`config.mk`:
```
export PLATFORM = sky130hd
export DESIGN_NAME = bcd_sum_display_flat
export DESIGN_NICKNAME = d
export VERILOG_FILES = /design/src/rtl/bcd_sum_display_if.sv /design/src/rtl/bcd_sum_display.sv /design/src/flat_wrapper.sv
export SDC_FILE = /design/constraint.sdc
export NUM_CORES = 1
export LEC_CHECK = 0
export ABC_AREA = 1
export ABC_CLOCK_PERIOD_IN_PS = 1400
export CORE_UTILIZATION = 50
export CTS_CLUSTER_DIAMETER = 200
export CTS_CLUSTER_SIZE = 25
export DETAILED_ROUTE_END_ITERATION = 10
export GPL_TIMING_DRIVEN = 0
export PLACE_DENSITY = 0.87
export SYNTH_ARGS = -nofsm -noshare
export SYNTH_HDL_FRONTEND = slang
export SYNTH_SLANG_ARGS = --single-unit
export TNS_END_PERCENT = 50
```
`constraint.sdc`:
```
create_clock -name clk -period 1.4 [get_ports clk]
set_input_delay 0.21 -clock clk [delete_from_list [all_inputs] [get_ports clk]]
set_output_delay 0.21 -clock clk [all_outputs]
set_load 0.005 [all_outputs]
```
`src/rtl/bcd_sum_display_if.sv`:
```
// Bus between the bcdadd result source and the two-digit display stage.
interface bcd_sum_display_if;
  logic       load;
  logic       sum_tens;
  logic [3:0] sum_ones;
  logic [6:0] seg;
  logic [1:0] an;
  logic       disp_valid;
  logic       err;

  modport master (
    output load, sum_tens, sum_ones,
    input  seg, an, disp_valid, err
  );

  modport slave (
    input  load, sum_tens, sum_ones,
    output seg, an, disp_valid, err
  );
endinterface

```
`src/rtl/bcd_sum_display.sv`:
```
// Latches a two-digit BCD sum and scans it onto a multiplexed common-cathode
// 7-segment display with leading-zero blanking and invalid-digit flagging.
module bcd_sum_display #(
  parameter int SCAN_DIV = 4,
  parameter bit LZ_BLANK = 1'b1
) (
  input  logic              clk,
  input  logic              rst,
  bcd_sum_display_if.slave  bus
);

  localparam int PW = ($clog2(SCAN_DIV) < 1) ? 1 : $clog2(SCAN_DIV);
  localparam logic [PW-1:0] TERM = PW'(SCAN_DIV - 1);

  typedef enum logic [1:0] {
    IDLE      = 2'b00,
    SHOW_ONES = 2'b01,
    SHOW_TENS = 2'b10
  } state_t;

  state_t        r_state;
  state_t        w_state_nxt;
  logic [PW-1:0] r_presc;
  logic [PW-1:0] w_presc_nxt;
  logic          r_tens;
  logic [3:0]    r_ones;
  logic          r_valid;
  logic          r_err;
  logic [6:0]    r_seg;
  logic [1:0]    r_an;
  logic [6:0]    w_seg;
  logic [1:0]    w_an;
  logic          w_ones_bad;

  // Anything above 9 falls through to the "E" glyph.
  function automatic logic [6:0] seg_decode(input logic [3:0] d);
    case (d)
      4'd0:    seg_decode = 7'h3F;
      4'd1:    seg_decode = 7'h06;
      4'd2:    seg_decode = 7'h5B;
      4'd3:    seg_decode = 7'h4F;
      4'd4:    seg_decode = 7'h66;
      4'd5:    seg_decode = 7'h6D;
      4'd6:    seg_decode = 7'h7D;
      4'd7:    seg_decode = 7'h07;
      4'd8:    seg_decode = 7'h7F;
      4'd9:    seg_decode = 7'h6F;
      default: seg_decode = 7'h79;
    endcase
  endfunction

  assign w_ones_bad = (r_ones > 4'd9);

  // Next-state and prescaler; a load inside a scan never disturbs the timing.
  always_comb begin
    w_state_nxt = r_state;
    w_presc_nxt = r_presc;
    case (r_state)
      IDLE: begin
        if (bus.load) begin
          w_state_nxt = SHOW_ONES;
          w_presc_nxt = {PW{1'b0}};
        end else begin
          w_state_nxt = IDLE;
          w_presc_nxt = {PW{1'b0}};
        end
      end
      SHOW_ONES, SHOW_TENS: begin
        if (r_presc == TERM) begin
          w_presc_nxt = {PW{1'b0}};
          w_state_nxt = (r_state == SHOW_ONES) ? SHOW_TENS : SHOW_ONES;
        end else begin
          w_presc_nxt = r_presc + PW'(1);
          w_state_nxt = r_state;
        end
      end
      default: begin
        w_state_nxt = IDLE;
        w_presc_nxt = {PW{1'b0}};
      end
    endcase
  end

  // Digit decode for the slot currently selected by the state register.
  always_comb begin
    w_seg = 7'h00;
    w_an  = 2'b00;
    case (r_state)
      SHOW_ONES: begin
        w_an  = 2'b01;
        w_seg = seg_decode(r_ones);
      end
      SHOW_TENS: begin
        if (w_ones_bad) begin
          w_an  = 2'b00;
          w_seg = 7'h00;
        end else if (!r_tens && LZ_BLANK) begin
          w_an  = 2'b00;
          w_seg = 7'h00;
        end else begin
          w_an  = 2'b10;
          w_seg = seg_decode({3'b000, r_tens});
        end
      end
      default: begin
        w_an  = 2'b00;
        w_seg = 7'h00;
      end
    endcase
  end

  // State, held digits and registered display outputs.
  always_ff @(posedge clk) begin
    if (rst) begin
      r_state <= IDLE;
      r_presc <= {PW{1'b0}};
      r_tens  <= 1'b0;
      r_ones  <= 4'd0;
      r_valid <= 1'b0;
      r_err   <= 1'b0;
      r_seg   <= 7'h00;
      r_an    <= 2'b00;
    end else begin
      r_state <= w_state_nxt;
      r_presc <= w_presc_nxt;
      if (bus.load) begin
        r_tens  <= bus.sum_tens;
        r_ones  <= bus.sum_ones;
        r_valid <= 1'b1;
      end else begin
        r_tens  <= r_tens;
        r_ones  <= r_ones;
        r_valid <= r_valid;
      end
      r_err <= w_ones_bad;
      r_seg <= w_seg;
      r_an  <= w_an;
    end
  end

  assign bus.seg        = r_seg;
  assign bus.an         = r_an;
  assign bus.disp_valid = r_valid;
  assign bus.err        = r_err;

endmodule

```
`src/flat_wrapper.sv`:
```
// flat-port wrapper written by rule: the top's interface ports become plain ports
module bcd_sum_display_flat 
#(
  parameter int SCAN_DIV = 4,
  parameter bit LZ_BLANK = 1'b1
)
  (clk, rst, bus_load, bus_sum_tens, bus_sum_ones, bus_seg, bus_an, bus_disp_valid, bus_err);
  bcd_sum_display_if bus_i ();
  input  logic clk;
  input  logic rst;
  input wire logic [$bits(bus_i.load)-1:0] bus_load;
  input wire logic [$bits(bus_i.sum_tens)-1:0] bus_sum_tens;
  input wire logic [$bits(bus_i.sum_ones)-1:0] bus_sum_ones;
  output wire logic [$bits(bus_i.seg)-1:0] bus_seg;
  output wire logic [$bits(bus_i.an)-1:0] bus_an;
  output wire logic [$bits(bus_i.disp_valid)-1:0] bus_disp_valid;
  output wire logic [$bits(bus_i.err)-1:0] bus_err;
  assign bus_i.load = bus_load;
  assign bus_i.sum_tens = bus_sum_tens;
  assign bus_i.sum_ones = bus_sum_ones;
  assign bus_seg = bus_i.seg;
  assign bus_an = bus_i.an;
  assign bus_disp_valid = bus_i.disp_valid;
  assign bus_err = bus_i.err;
  bcd_sum_display #(.SCAN_DIV(SCAN_DIV), .LZ_BLANK(LZ_BLANK)) u_core (.clk(clk), .rst(rst), .bus(bus_i));
endmodule
```
# [After elaboration in Yosys (flattened, before gate mapping)]
# Memory sizes are Yosys's and may differ from the RTL's. A register that Yosys moved wholly into a read port is not among the register bits.
# Cells that the tools add are included.
[classes] addsub=1 order_cmp=1 n_eq_ne=4 muxes=12 bitwise_logic=1 reduce_logical=3
[ops] operator="$pmux 7 s2" count=1
[ops] operator="$mux 2" count=4
[ops] operator="$mux 4" count=2
[ops] operator="$pmux 2 s2" count=2
[ops] operator="$mux 7" count=1
[ops] operator="$eq 2x2->1 const B" count=2
[ops] operator="$gt 4x4->1 const B" count=1
[ops] operator="$mux 3" count=1
[ops] operator="$reduce_or 3->1" count=1
[ops] operator="$add 2x1->2 const B" count=1
[ops] operator="$eq 2x1->1 const B" count=1
[ops] operator="$logic_not 2->1" count=1
[ops] operator="$ne 2x1->1 const B" count=1
[ops] operator="$reduce_or 2->1" count=1
[ops] operator="$mux 1" count=1
[ops] operator="$not 1->1" count=1
[word_totals] reg_bits=20 romBits=112 in_bits=8 out_inout_bits=11 word_cells=31 n_memories=1
[memory_table] name="(name not given)" depth=16 width=7 read_ports=1 rd_clocked_by_memory_dff=1 write_ports=0 line="bcd_sum_display.sv:37" rtl="case (d)"

# [Logic depth before layout (Yosys ltp)]
# Gate-level depths: netlist of run 1.
[depth] word_depth=4 ltp_mapped=10 ltp_nobuf=9

# [Worst setup path after synthesis of run 1]
# Ideal clock, no wire load.
[synth_path] kind="input -> register" startpoint="input port bus_load" endpoint="register with a tool-made name" arrival_time_ns=1.170 t_required_ns=1.285 slack_ns=0.116 cell_stages=9 path_buffers=1 path_cell_list="buf_6 -> inv_4 -> nand2_1 -> nand2_1 -> nand2_1 -> inv_1 -> ha_1 -> o21ai_1 -> nand2_1"
[synth_lines] item="from (decl)" line="flat_wrapper.sv:11" rtl="input wire logic [$bits(bus_i.load)-1:0] bus_load;"

# [Worst setup path after layout of run 1]
[layout_path] startpoint="register u_core.r_an[0] (netlist: u_core.bus.an[0])" endpoint="output port bus_an[0]"
[layout_lines] item="from (decl)" line="bcd_sum_display.sv:30" rtl="logic [1:0] r_an;"
[layout_lines] item="from (signal assigned)" line="bcd_sum_display.sv:137" rtl="r_an <= w_an;"
[layout_lines] item="to (decl)" line="flat_wrapper.sv:15" rtl="output wire logic [$bits(bus_i.an)-1:0] bus_an;"
# No word-level cell between the ends.

==> results.py, run 1 <==
metrics = {
    "setup_path": {
        "cp-end-kind": "output pin",
        "worst_path_max_delay_cell": "clkdlybuf4s50_1",
        "cp_max_fo": 1,
        "cp_num_buf_inv": 1,
        "cp_data_required_time_ns": 1.19,
        "start_kind": "register",
        "crit_type": "register to output pin",
        "crit_cells": 1,
        "worstPathCellList": "clkdlybuf4s50_1",
        "crit_path_start": "u_core.bus.an[0]",
        "max_stage_delay_ns": 0.48,
        "worstPathArrival_ns": 1.13,
        "r2r_cells": 6,
        "cp_top_family": "buffers and inverters",
        "rrSetupSlack_ns": 0.09,
        "reg2reg_from": "u_core.r_ones[1]",
        "cp-endpoint": "bus_an[0]",
    },
    "clocking": {
        "clk_latency_ns": 0.31,
        "clock_sinks": 27,
        "htreeDepth": 1,
        "clock_path_buffers": 2,
        "path_clk_slew_ns": 0.14,
        "numCtsBuffers": 3,
        "root_buffer": "clkbuf_4",
        "cts_tree": "built",
    },
    "layout": {
        "finalInstanceArea_um2": 1390,
        "fillers": 162,
        "drive_gt1_frac": 0.179,
        "nNetsFinal": 176,
        "syn2layout_area_growth_pct": 25.3,
        "diodes": 0,
    },
    "routing": {
        "highest_layer": "met4",
        "drt-initial-drc-count": 8,
        "wl_met1_um": 886,
        "ant_nets": 0,
        "routedWlPerCell_um": 11.1,
        "routed_wl_um": 2040,
        "vias": 886,
        "dr_wl_met2_um": 1060,
        "wl_met3_um": 72,
        "firstDrtPassIters": 4,
        "avgViaCountPerCell": 4.84,
        "drc": 0,
    },
    "synthesis": {
        "yosys-top-cells-area": "dfxtp_1 49%, ha_1 12%, nand2_1 7.4%, inv_1 6.7%, nor2_1 6.7%",
        "yosysMostFrequentCell": "dfxtp_1",
        "async_flop_share": 0,
        "yosys.area.top_type": "dfxtp_1",
        "synth_flop_cell": "dfxtp_1",
        "synth_commonest_cells": "27 x dfxtp_1, 22 x nand2_1, 20 x inv_1, 20 x nor2_1, 11 x ha_1",
        "netlist.area_leader.share": 0.486,
        "ys_ff_latch": 27,
        "synth_area_um2": 1110,
        "synth-seq-area-share": 0.486,
        "syn-instance-count": 133,
        "syn_avg_cell_area_um2": 8.36,
        "synth_edf_count": 0,
        "synth_nets": 152,
        "synth_cell_types": 20,
        "ys.warnings.count": 0,
    },
    "global_routing": {
        "antenna_found_initial": 0,
        "grt_pass1_vias": 793,
        "overflow": 0,
        "grt_pass1_wl_um": 3310,
        "grt_use_total": 0.176,
        "grt_max_degree": 15,
    },
    "sta": {
        "post-route-period-util": 0.956,
        "period_needed_ns": 1.34,
        "rsz0062_at_grt": "yes",
        "fmax_mhz": 748,
        "tightest_slew_ns": 0.299,
        "drv_slew": 0,
        "hold_viol_final": 0,
        "max_slew_margin": 0.800,
        "fin_ws_ns": 0.0622,
        "fin_skew_ns": 0.00702,
        "setup_viol": 0,
    },
    "place": {
        "portBuffers": 17,
        "place_congestion": 0.802,
        "hpwl_um": 1480,
        "dp_slack_ns": -0.553,
        "place_area_um2": 1320,
    },
    "pwr": {
        "power.internal_mw": 1.23,
        "max-vdd-ir-drop_mv": 0.732,
        "powerDensity_nw_per_um2": 1290,
        "pwr-share-comb": 0.307,
        "clkPwrFrac": 0.177,
        "p_seq_frac": 0.516,
        "finalPower_mw": 1.80,
        "p_sw_frac": 0.318,
        "p_sw_mw": 0.574,
        "leakage_nw": 0.724,
    },
    "floorplanning": {
        "ios": 19,
        "fp.dieW_um": 49.2,
        "design.core.area_um2": 2020,
        "die-area_um2": 2420,
        "rows": 16,
        "initial_core_util": 0.550,
        "die_h_um": 49.2,
    },
    "worst_hold_path": {
        "hp-start": "rst",
        "hp-class": "input pin to register",
        "hold_path_depth": 2,
    },
    "job": {
        "drv_cap": 0,
    },
    "outcome": {
        "outcome": "finished clean",
    },
}
==> kinds of logic (layout without fill, tap and decap cells) <==
group / Yosys count / in the layout / synth area share
buffers and inverters: 24 / 47 / 0.0967
and+or+nand+nor: 58 / 58 / 0.226
AOI/OAI and AO/OA: 13 / 13 / 0.0675
DFF: 27 / 27 / 0.486
adders and majority gates: 11 / 11 / 0.124
==> worst min-delay path by stage <==
| stage | end |
|---|---|
| global route | u_core.bus.err |
| global placement | u_core.bus.seg[3] |
| finish | u_core.bus.an[0] |
| floorplan | u_core.bus.an[0] |
| CTS | u_core.bus.disp_valid |
| detailed placement | u_core.bus.seg[0] |
==> layer usage <==
layer / vias to the layer above / GRT usage
met4: 0 / 0.0637
met3: 2 / 0.0280
met5: - / 0
li1: 463 / -
met2: 20 / 0.331
met1: 401 / 0.196
==> power groups by stage <==
stage,sequential (mW),combinational [mW],clock (mW)
after global placement,0.937,0.428,0
final,0.931,0.554,0.318
after detailed placement,0.944,0.473,0
after global routing,0.941,0.638,0.375
after floorplan,0.935,0.311,0
after CTS,0.928,0.483,0.332
==> cells in the final DEF (no fill, tap or decap) <==
master	count
ha_2	1
dfxtp_2	6
nand3_2	1
nor2_2	3
ha_1	10
a31oi_1	1
o21ai_2	2
nand4_1	2
inv_2	1
o211ai_1	2
clkdlybuf4s50_1	13
buf_6	2
nand2_2	3
nand2_1	20
nor2_1	18
dfxtp_1	21
nor2_4	2
o21ai_1	2
clkbuf_2	1
a21oi_1	1
o21ai_0	5
inv_1	20
dlymetal6s2s_1	3
or2_1	1
nand3_1	8
clkbuf_4	3
inv_4	1
clkbuf_1	1
buf_4	2
==> final cells by class <==
| class | count | area [µm²] | share of cell area |
|---|---|---|---|
| Sequential cell | 27 | 548 | 0.393 |
| Clock buffer | 4 | 26.3 | 0.0189 |
| Buffer | 2 | 22.5 | 0.0162 |
| Tap cell | 27 | 33.8 | 0.0242 |
| Timing Repair Buffer | 19 | 188 | 0.135 |
| Inverter | 22 | 85.1 | 0.0610 |
| Multi-Input combinational cell | 82 | 490 | 0.352 |
==> per-stage QoR <==
stage	std cells	util	TNS [ns]	hold slack, ns
finish	183	0.689	0	0.184
global route	183	0.689	-0.0338	0.177
CTS	181	0.665	0	0.162
detailed placement	177	0.651	-3.70	0.400
global placement	177	0.651	-3.02	0.398
floorplan	133	-	0	0.282
==> timing repair <==
action                     in CTS  in global routing
setup endpoints to repair      16                 18
hold buffers                    0                  0
buffers inserted                0                  2
resized for setup               3                 17
pin swaps                       0                  2
Power figures use the tool's default switching activity.
==> run 2, diff against run 1 <==
--- a/config.mk
+++ b/config.mk
@@ -16,4 +16,3 @@
 export SYNTH_ARGS = -nofsm -noshare
 export SYNTH_HDL_FRONTEND = slang
 export SYNTH_SLANG_ARGS = --single-unit
-export TNS_END_PERCENT = 50
==> constraint.sdc (replaced) <==
create_clock -name clk -period 1.4 [get_ports clk]
set_input_delay 0.28 -clock clk [delete_from_list [all_inputs] [get_ports clk]]
set_output_delay 0.28 -clock clk [all_outputs]
set_load 0.005 [all_outputs]
==> run 2 against run 1 <==
- register-to-register slack better by 0.02 ns
- global-route usage is 0.79 points higher
- fmax is 2.3% higher
- sequential power hardly changed
- clock-buffer cell count stayed put
- first-iteration DRC count is 63% higher
- largest cell class unchanged
==> results.py, run 2 (same netlist as run 1, synthesis figures left out) <==
metrics = {
    "setup_path": {
        "cp_max_fo": 4,
        "cp-end-kind": "register",
        "start_kind": "input pin",
        "cp_data_required_time_ns": 1.62,
        "crit_type": "input pin to register",
        "worstPathArrival_ns": 1.53,
    },
    "place": {
        "portBuffers": 17,
        "hpwl_um": 1480,
        "dp_slack_ns": -0.623,
        "place_area_um2": 1320,
        "place_congestion": 0.802,
        "placed_cells": 177,
    },
    "routing": {
        "routed_wl_um": 2030,
        "drc": 0,
        "drt-initial-drc-count": 13,
        "routedWlPerCell_um": 11.2,
        "ant_nets": 0,
        "vias": 881,
        "firstDrtPassIters": 4,
        "avgViaCountPerCell": 4.84,
    },
    "layout": {
        "stdcell_count": 182,
        "syn2layout_area_growth_pct": 22.7,
        "final_util": 0.675,
        "final_common_cell": "dfxtp_1",
        "diodes": 0,
        "nNetsFinal": 175,
        "drive_gt1_frac": 0.168,
        "finalInstanceArea_um2": 1370,
        "final_cell_mix": "23 x dfxtp_1, 19 x inv_1, 19 x nand2_1",
    },
    "global_routing": {
        "met1_usage": 0.202,
        "antenna_found_initial": 0,
        "grt_max_degree": 15,
        "grt_use_total": 0.184,
        "grt_pass1_vias": 816,
        "use_met2": 0.354,
        "busiest_layer": "met2",
        "use_met3": 0.0280,
        "grt_pass1_wl_um": 3460,
        "overflow": 0,
    },
    "sta": {
        "rsz0062_at_grt": "yes",
        "drv_slew": 0,
        "setup_viol": 0,
        "holdWs_ns": 0.250,
        "max_slew_margin": 0.807,
        "fin_ws_ns": 0.0918,
        "fmax_mhz": 764,
        "fin_skew_ns": 0.00783,
        "tightest_slew_ns": 0.287,
        "hold_viol_final": 0,
        "post-route-period-util": 0.934,
        "tns_ns": 0,
        "period_needed_ns": 1.31,
    },
    "floorplanning": {
        "die-area_um2": 2420,
        "die_h_um": 49.2,
        "ios": 19,
        "fp.dieW_um": 49.2,
        "initial_core_util": 0.550,
        "design.core.area_um2": 2020,
        "rows": 16,
    },
    "clocking": {
        "clk_latency_ns": 0.31,
        "cts_tree": "built",
        "cts_hold_buf": 0,
        "root_buffer": "clkbuf_4",
        "numCtsBuffers": 3,
        "path_clk_slew_ns": 0.14,
        "clock_path_buffers": 2,
        "htreeDepth": 1,
        "clock_sinks": 27,
    },
    "pwr": {
        "max-vdd-ir-drop_mv": 0.739,
        "leakage_nw": 0.723,
        "p_sw_mw": 0.575,
        "clkPwrFrac": 0.183,
        "p_seq_frac": 0.525,
        "finalPower_mw": 1.77,
        "power.internal_mw": 1.20,
        "p_sw_frac": 0.325,
        "pwr-share-comb": 0.292,
        "powerDensity_nw_per_um2": 1300,
    },
    "outcome": {
        "outcome": "finished clean",
    },
    "worst_hold_path": {
        "hp-class": "input pin to register",
    },
    "job": {
        "drv_cap": 0,
    },
}
## run 2: changes by cell type in the layout (fill, tap and decap cells not counted), moves of 2 or more
cell	previous run	this run
dlygate4sd2_1	0	11
clkdlybuf4s50_1	13	5
dlymetal6s2s_1	3	0
dfxtp_1	21	23
dfxtp_2	6	4
## run 2: path summary, 6_finish.rpt
kind / start / endpoint / slack, ns / cells after the start
worst min-delay path: bus_load / u_core.bus.disp_valid / 0.25 / 3
worst min register to register: register / u_core.bus.seg[6] / 0.42 / 2
worst max register to register: u_core.r_state[1] / u_core.bus.seg[1] / 0.11 / 6
worst max-delay path: bus_sum_ones[1] / register / 0.09 / 8
## run 2: power groups by stage
| stage | combinational, mW | sequential (mW) | clock (mW) |
|---|---|---|---|
| detailed placement | 0.473 | 0.944 | 0 |
| finish | 0.518 | 0.929 | 0.324 |
| floorplan | 0.311 | 0.935 | 0 |
| global route | 0.599 | 0.938 | 0.371 |
| global placement | 0.428 | 0.937 | 0 |
| CTS | 0.466 | 0.931 | 0.332 |
## run 2: metal layers
metal	part of all wire	routed length [µm]
met5	0	0
met2	0.54	1090
met1	0.42	860
met4	0.0089	18
met3	0.029	58
## run 2: cell type report
| class | instances | area [µm²] |
|---|---|---|
| inverters | 22 | 87.6 |
| fillers | 174 | 657 |
| repair buffers | 18 | 159 |
| multi-input cells | 82 | 490 |
| well taps | 27 | 33.8 |
| flip-flops and latches | 27 | 546 |
| clock buffers | 4 | 26.3 |
| plain buffers | 2 | 22.5 |
## run 2: what timing repair did
item | CTS | global route
pin swaps | 0 | 1
gates cloned | 0 | 0
buffers inserted | 0 | 1
gates resized for setup | 18 | 10
endpoints found under the setup margin | 27 | 15
## run 2: critical path: stages
cell and delay (ns):
clkdlybuf4s50_1 0.45, o21ai_1 0.22, nor2_2 0.09, ha_1 0.18, inv_1 0.04, nand4_1 0.08, nand3_1 0.12, nand2_1 0.06
==> run 3, diff against run 2 <==
--- a/config.mk
+++ b/config.mk
@@ -13,6 +13,7 @@
 export DETAILED_ROUTE_END_ITERATION = 10
 export GPL_TIMING_DRIVEN = 0
 export PLACE_DENSITY = 0.87
+export SLEW_MARGIN = 25
 export SYNTH_ARGS = -nofsm -noshare
 export SYNTH_HDL_FRONTEND = slang
 export SYNTH_SLANG_ARGS = --single-unit
==> results of run 3 <==
Final layout, timing and power as in run 2 (identical DEF).
